$ cat src/rtl/bitstream_pkg.sv
// Shared types and helpers for the stochastic bitstream blocks.
// The optional STREAM_DECODER_BIPOLAR_EN build selects the bipolar mode of sat_count in stream_decoder.
package bitstream_pkg;

  typedef enum logic [1:0] {
    IDLE,
    COUNT,
    DONE
  } decoder_state_t;

  localparam int DEFAULT_FRAME_WIDTH = 8;

  // Maps a ones count over a 2^width frame to a width-bit result (take the low width bits).
  // Bipolar results are two's complement offset by half the frame; only the top end can overflow.
  function automatic logic [31:0] sat_count(input logic [31:0] ones,
                                            input int unsigned width,
                                            input logic bipolar);
    logic [31:0] full;
    full = 32'(1) << width;
    if (bipolar) begin
      return (ones >= full) ? (full >> 1) - 32'd1 : ones - (full >> 1);
    end else begin
      return (ones >= full) ? full - 32'd1 : ones;
    end
  endfunction

endpackage

$ cat src/rtl/frame_timer.sv
// Frame sample counter: WIDTH+1 bits so it can reach 2^WIDTH; tc_o flags the sample that completes the frame.
// Also intended for aligning upstream stream generators to the same frame boundaries.
module frame_timer #(
  parameter int WIDTH = 8
) (
  input  logic clk,
  input  logic n_rst,
  input  logic clr_i,
  input  logic en_i,
  output logic tc_o
);

  localparam logic [WIDTH:0] LAST = {1'b0, {WIDTH{1'b1}}};
  localparam logic [WIDTH:0] FULL = {1'b1, {WIDTH{1'b0}}};

  logic [WIDTH:0] count_q;
  logic [WIDTH:0] count_d;

  always_comb begin
    count_d = count_q;
    if (clr_i) begin
      count_d = '0;
    end else if (en_i && (count_q != FULL)) begin
      count_d = count_q + 1'b1;
    end
  end

  always_ff @(posedge clk or negedge n_rst) begin
    if (!n_rst) begin
      count_q <= '0;
    end else begin
      count_q <= count_d;
    end
  end

  assign tc_o = en_i && (count_q == LAST);

endmodule

$ cat src/rtl/stream_decoder.sv
// Counts ones of a unipolar bitstream over a 2^WIDTH-cycle frame and offers the result via valid/ready.
// Define STREAM_DECODER_BIPOLAR_EN for a signed result offset by 2^(WIDTH-1).
module stream_decoder
  import bitstream_pkg::*;
#(
  parameter int WIDTH = DEFAULT_FRAME_WIDTH
) (
  input  logic             clk,
  input  logic             n_rst,
  input  logic             start,
  input  logic             x,
  output logic [WIDTH-1:0] value,
  output logic             valid,
  input  logic             ready,
  output logic             busy
);

`ifdef STREAM_DECODER_BIPOLAR_EN
  localparam logic BIPOLAR = 1'b1;
`else
  localparam logic BIPOLAR = 1'b0;
`endif

  decoder_state_t   state_q, state_d;
  logic [WIDTH:0]   ones_q, ones_d;
  logic [WIDTH-1:0] value_q, value_d;
  logic             valid_q, valid_d;
  logic             busy_q, busy_d;

  logic             timer_clr;
  logic             timer_en;
  logic             timer_tc;
  logic [WIDTH:0]   ones_total;

  frame_timer #(
    .WIDTH(WIDTH)
  ) u_frame_timer (
    .clk  (clk),
    .n_rst(n_rst),
    .clr_i(timer_clr),
    .en_i (timer_en),
    .tc_o (timer_tc)
  );

  assign ones_total = ones_q + (WIDTH + 1)'(x);

  always_comb begin
    state_d   = state_q;
    ones_d    = ones_q;
    value_d   = value_q;
    valid_d   = valid_q;
    busy_d    = busy_q;
    timer_clr = 1'b0;
    timer_en  = 1'b0;

    case (state_q)
      IDLE: begin
        if (start) begin
          state_d   = COUNT;
          ones_d    = '0;
          timer_clr = 1'b1;
          busy_d    = 1'b1;
        end
      end

      COUNT: begin
        timer_en = 1'b1;
        ones_d   = ones_total;
        // The final sample is folded into the result on the same edge it is counted.
        if (timer_tc) begin
          value_d = WIDTH'(sat_count(32'(ones_total), WIDTH, BIPOLAR));
          valid_d = 1'b1;
          busy_d  = 1'b0;
          state_d = DONE;
        end
      end

      DONE: begin
        if (valid_q && ready) begin
          valid_d = 1'b0;
          if (start) begin
            state_d   = COUNT;
            ones_d    = '0;
            timer_clr = 1'b1;
            busy_d    = 1'b1;
          end else begin
            state_d = IDLE;
          end
        end
      end

      default: begin
        state_d = IDLE;
        valid_d = 1'b0;
        busy_d  = 1'b0;
      end
    endcase
  end

  always_ff @(posedge clk or negedge n_rst) begin
    if (!n_rst) begin
      state_q <= IDLE;
      ones_q  <= '0;
      value_q <= '0;
      valid_q <= 1'b0;
      busy_q  <= 1'b0;
    end else begin
      state_q <= state_d;
      ones_q  <= ones_d;
      value_q <= value_d;
      valid_q <= valid_d;
      busy_q  <= busy_d;
    end
  end

  assign value = value_q;
  assign valid = valid_q;
  assign busy  = busy_q;

endmodule

$ cat config.mk
export PLATFORM = sky130hd
export DESIGN_NAME = stream_decoder
export DESIGN_NICKNAME = d
export VERILOG_FILES = /design/src/rtl/bitstream_pkg.sv /design/src/rtl/frame_timer.sv /design/src/rtl/stream_decoder.sv
export SDC_FILE = /design/constraint.sdc
export NUM_CORES = 1
export LEC_CHECK = 0
export ABC_CLOCK_PERIOD_IN_PS = 2000
export CAP_MARGIN = 20
export CORE_ASPECT_RATIO = 1.2
export CORE_MARGIN = 1
export CORE_UTILIZATION = 50
export DETAILED_ROUTE_END_ITERATION = 6
export PLACE_DENSITY = 0.71
export SYNTH_ARGS = -nofsm -noshare
export SYNTH_HDL_FRONTEND = slang
export SYNTH_HIERARCHICAL = 1
export SYNTH_SLANG_ARGS = --single-unit
$ cat constraint.sdc
create_clock -name clk -period 2 [get_ports clk]
set_input_delay 0.4 -clock clk [delete_from_list [all_inputs] [get_ports clk]]
set_output_delay 0.4 -clock clk [all_outputs]
set_load 0.05 [all_outputs]
==> flow_metrics.tcl <==
set metrics [dict create \
    status "finished clean" \
    route.final.wire_length_um 3177 \
    antenna_found_initial 0 \
    crit_slowest_cell "clkdlybuf4s50_1" \
    netlist_top_cells_area "dfrtp_1 46%, o21ai_0 4.6%, a21oi_2 4.3%, nor2_1 4.2%, ha_1 3.8%" \
    ys.warnings.count 6 \
    rsz0062_at_grt "no" \
    design_power_total_w 0.001762 \
    via_count_of_the_first_global_routing_pass 1291 \
    syn-instance-count 163 \
    route.detailed.wl_per_inst_um 14.12 \
    die_area_um2 3483 \
    cts_tree "yes" \
    finalWorstPathRequiredPeriod_ns 1.918 \
    iter_0_drt_violations 21 \
    clockBufferDepth 2 \
    ant_nets 0 \
    io_buffer_count 14 \
    crit_fanout 2 \
    design.portCount 15 \
    ctsHoldBuffers 0 \
    timing.critical_path.cells "clkdlybuf4s50_1" \
    synth.distinct_cells 40 \
    sequential_element_share_of_the_synthesized_area 0.4619 \
    synth_top_area_frac 0.4619 \
    clk_pin_slew_worst_paths_ns 0.09 \
    post-route-util 0.6153 \
    path_class "register to output pin" \
    grtUsageMet3 0.04930 \
    worst-slew-pin-transition_ns 0.5208 \
    floorplan.core_area_um2 3083 \
    routabilityCongestion 0.8179 \
    detail_route.first_pass.iterations 4 \
    period_share 0.9588 \
    drive_above_1_share 0.2011 \
    clock_insertion_delay_worst_skew_ns 0.33 \
    num_rows 22 \
    arrival_time_at_the_worst_endpoint_ns 1.52 \
    syn2layout_area_growth_pct 16.71 \
    crit_buf_inv 1 \
    grt_pass1_wl_um 5561 \
    grtUsageTotal 0.2283 \
    grt_use_met1 0.2462 \
    synth_edf_count 0 \
    cp-start-kind "register" \
    post_synth_instance_area_um2 1625 \
    ys_async_sr_fraction 1.000 \
    endpoints_failing_setup 0 \
    post_synth.cell_area_avg_um2 9.971 \
    seq_power_share 0.482 \
    maxSlewHeadroom 0.6528 \
    timing_max_transition_violations_final 0 \
    ff2ff_path_depth 9 \
    placement.setup.worst_slack_ns 0.01704 \
    skew_ns 0.002961 \
    cellInternalPower_w 0.001117 \
    grt_overflow 0 \
    finish.net_count 199 \
    synth.ff_latch_count 30 \
    endpoint_kind "output pin" \
    cts_num_sinks 30 \
    hold_path.class "primary input to asynchronous set/reset pin" \
    number_of_nets_in_the_synthesized_netlist 173 \
    power.share.combinational 0.326 \
    sw_frac 0.3664 \
    fill_cells 270 \
    finalWorstSetupSlack_ns 0.08249 \
    num_vias 1269 \
    peak_usage_layer_in_the_global_routing_report "met2" \
    cts_root_buffer "clkbuf_4" \
    vdd_ir_drop_max_uv 693.8 \
    n_antenna_cell 0 \
    postCtsSetupBuffers 0 \
    max_freq_ghz 0.5215 \
    worst_r2r_endpoint "value[3]$_DFFE_PN0P_" \
    clkPwrFrac 0.192 \
    power_density_nw_per_um2 929.0 \
    hold_ws_ns 0.4517 \
    p_leak_nw 0.7881 \
    numCtsBuffers 5 \
    power_switching_w 0.0006456 \
    grt_max_degree 31 \
    post_drt_via_cell_ratio 5.640 \
    detailed_place_hpwl_um 2403 \
    setup-tns-final_ns 0 \
    timing.critical_path.slowest_cell_delay_ns 0.82 \
    reg2reg_from "u_frame_timer/count_q[1]$_DFFE_PN0P_" \
    timing.max_cap.violations 0 \
    chipHeight_um 64.46 \
    cp.required_ns 1.60 \
    timing.critical_path.max_delay_family "buffers and inverters" \
    netlist.top_cell.by_area "dfrtp_1" \
    grt_util_met2 0.3858 \
    report.final.hold_viol_count 0 \
    start_util 0.5272 \
    postSynth.topFlopCell "dfrtp_1" \
    r2r_setup_slack_ns 0.17 \
    horizontal_die_dimension_um 54.05 \
    drt_drc_violations_left 0 \
    crit_start "value[0]$_DFFE_PN0P_" \
    h-tree-depth 2 \
]
## power groups by stage
stage               clock network (W)  registers [W]  logic [W]
floorplan                           0       0.000851   0.000408
global placement                    0       0.000851   0.000541
detailed placement                  0       0.000860   0.000576
CTS                          0.000352       0.000848   0.000578
global route                 0.000384       0.000868   0.000648
finish                       0.000338       0.000850   0.000575
## cells by family (layout without fill, tap and decap cells)
kind of cell	count (synthesis)	in the layout	share of synthesized area
AOI/OAI and AO/OA	47	47	0.1971
xor gates and xnor gates	9	9	0.04850
adders and majority gates	5	5	0.03849
buffers and inverters	11	37	0.03618
DFF	30	30	0.4619
muxes	2	2	0.01539
and+or+nand+nor	59	59	0.2025
## routing by layer
layer	vias up	wire (um)
li1	631	-
met3	10	76
met5	-	0
met2	22	1663
met4	0	99
met1	606	1336
## final cells by class
type,instances,area (um^2),area share
clock buffer,7,45.04,0.02375
inverter,6,22.52,0.01187
multi-input combinational,122,820.8,0.4327
sequential,30,750.7,0.3958
tap,36,45.04,0.02375
timing repair buffer,24,212.7,0.1121
## per-stage QoR
stage	std cells	cell area (um^2)
floorplan	163	1625
global placement	218	1847
detailed placement	218	1847
global route	225	1897
CTS	225	1892
finish	225	1897
## worst max-delay path by stage
stage                            to  slack (ns)  cells past startpoint
2_1_floorplan  value[0]$_DFFE_PN0P_        0.21                      7
3_3_place_gp   value[3]$_DFFE_PN0P_        0.06                      6
3_5_place_dp   value[3]$_DFFE_PN0P_        0.02                      6
4_1_cts                    value[0]        0.06                      1
5_1_grt        value[5]$_DFFE_PN0P_        0.02                     10
6_report                   value[0]        0.08                      1
## cells in the final DEF (no fill, tap or decap), types with 3 or more instances in the layout
| master | synthesis | routed |
|---|---|---|
| or3_1 | 3 | 3 |
| clkbuf_4 | 0 | 5 |
| ha_1 | 5 | 5 |
| a21oi_2 | 8 | 8 |
| buf_4 | 0 | 11 |
| nor2_1 | 18 | 18 |
| dfrtp_1 | 30 | 30 |
| nand4_1 | 4 | 4 |
| clkdlybuf4s50_1 | 0 | 13 |
| nand2_1 | 15 | 15 |
| nand2b_1 | 3 | 3 |
| nand3_1 | 4 | 4 |
| xor2_1 | 6 | 6 |
| inv_1 | 6 | 6 |
| xnor2_1 | 3 | 3 |
| o21ai_0 | 15 | 15 |
| a21oi_1 | 11 | 11 |
## flip-flops by register name (all words and copies together), names as in the netlist
register,cells
busy,1
value,8
valid,1
u_frame_timer/count_q,9
state_q,2
ones_q,9
## Yosys cell counts, drive strengths merged (2+ instances only)
cell     number
dfrtp        30
a21oi        19
nor2         19
nand2        15
o21ai        15
inv           6
xor2          6
ha            5
nand3         5
buf           4
nand4         4
and4          3
nand2b        3
or3           3
xnor2         3
a21o          2
and3          2
o2bb2ai       2
o31ai         2
## timing repair
action	4_1_cts	5_1_grt
hold endpoints to repair	0	0
endpoints found under the setup margin	0	8
resized for setup	0	1
No activity file was read; power rests on OpenSTA's default activity.
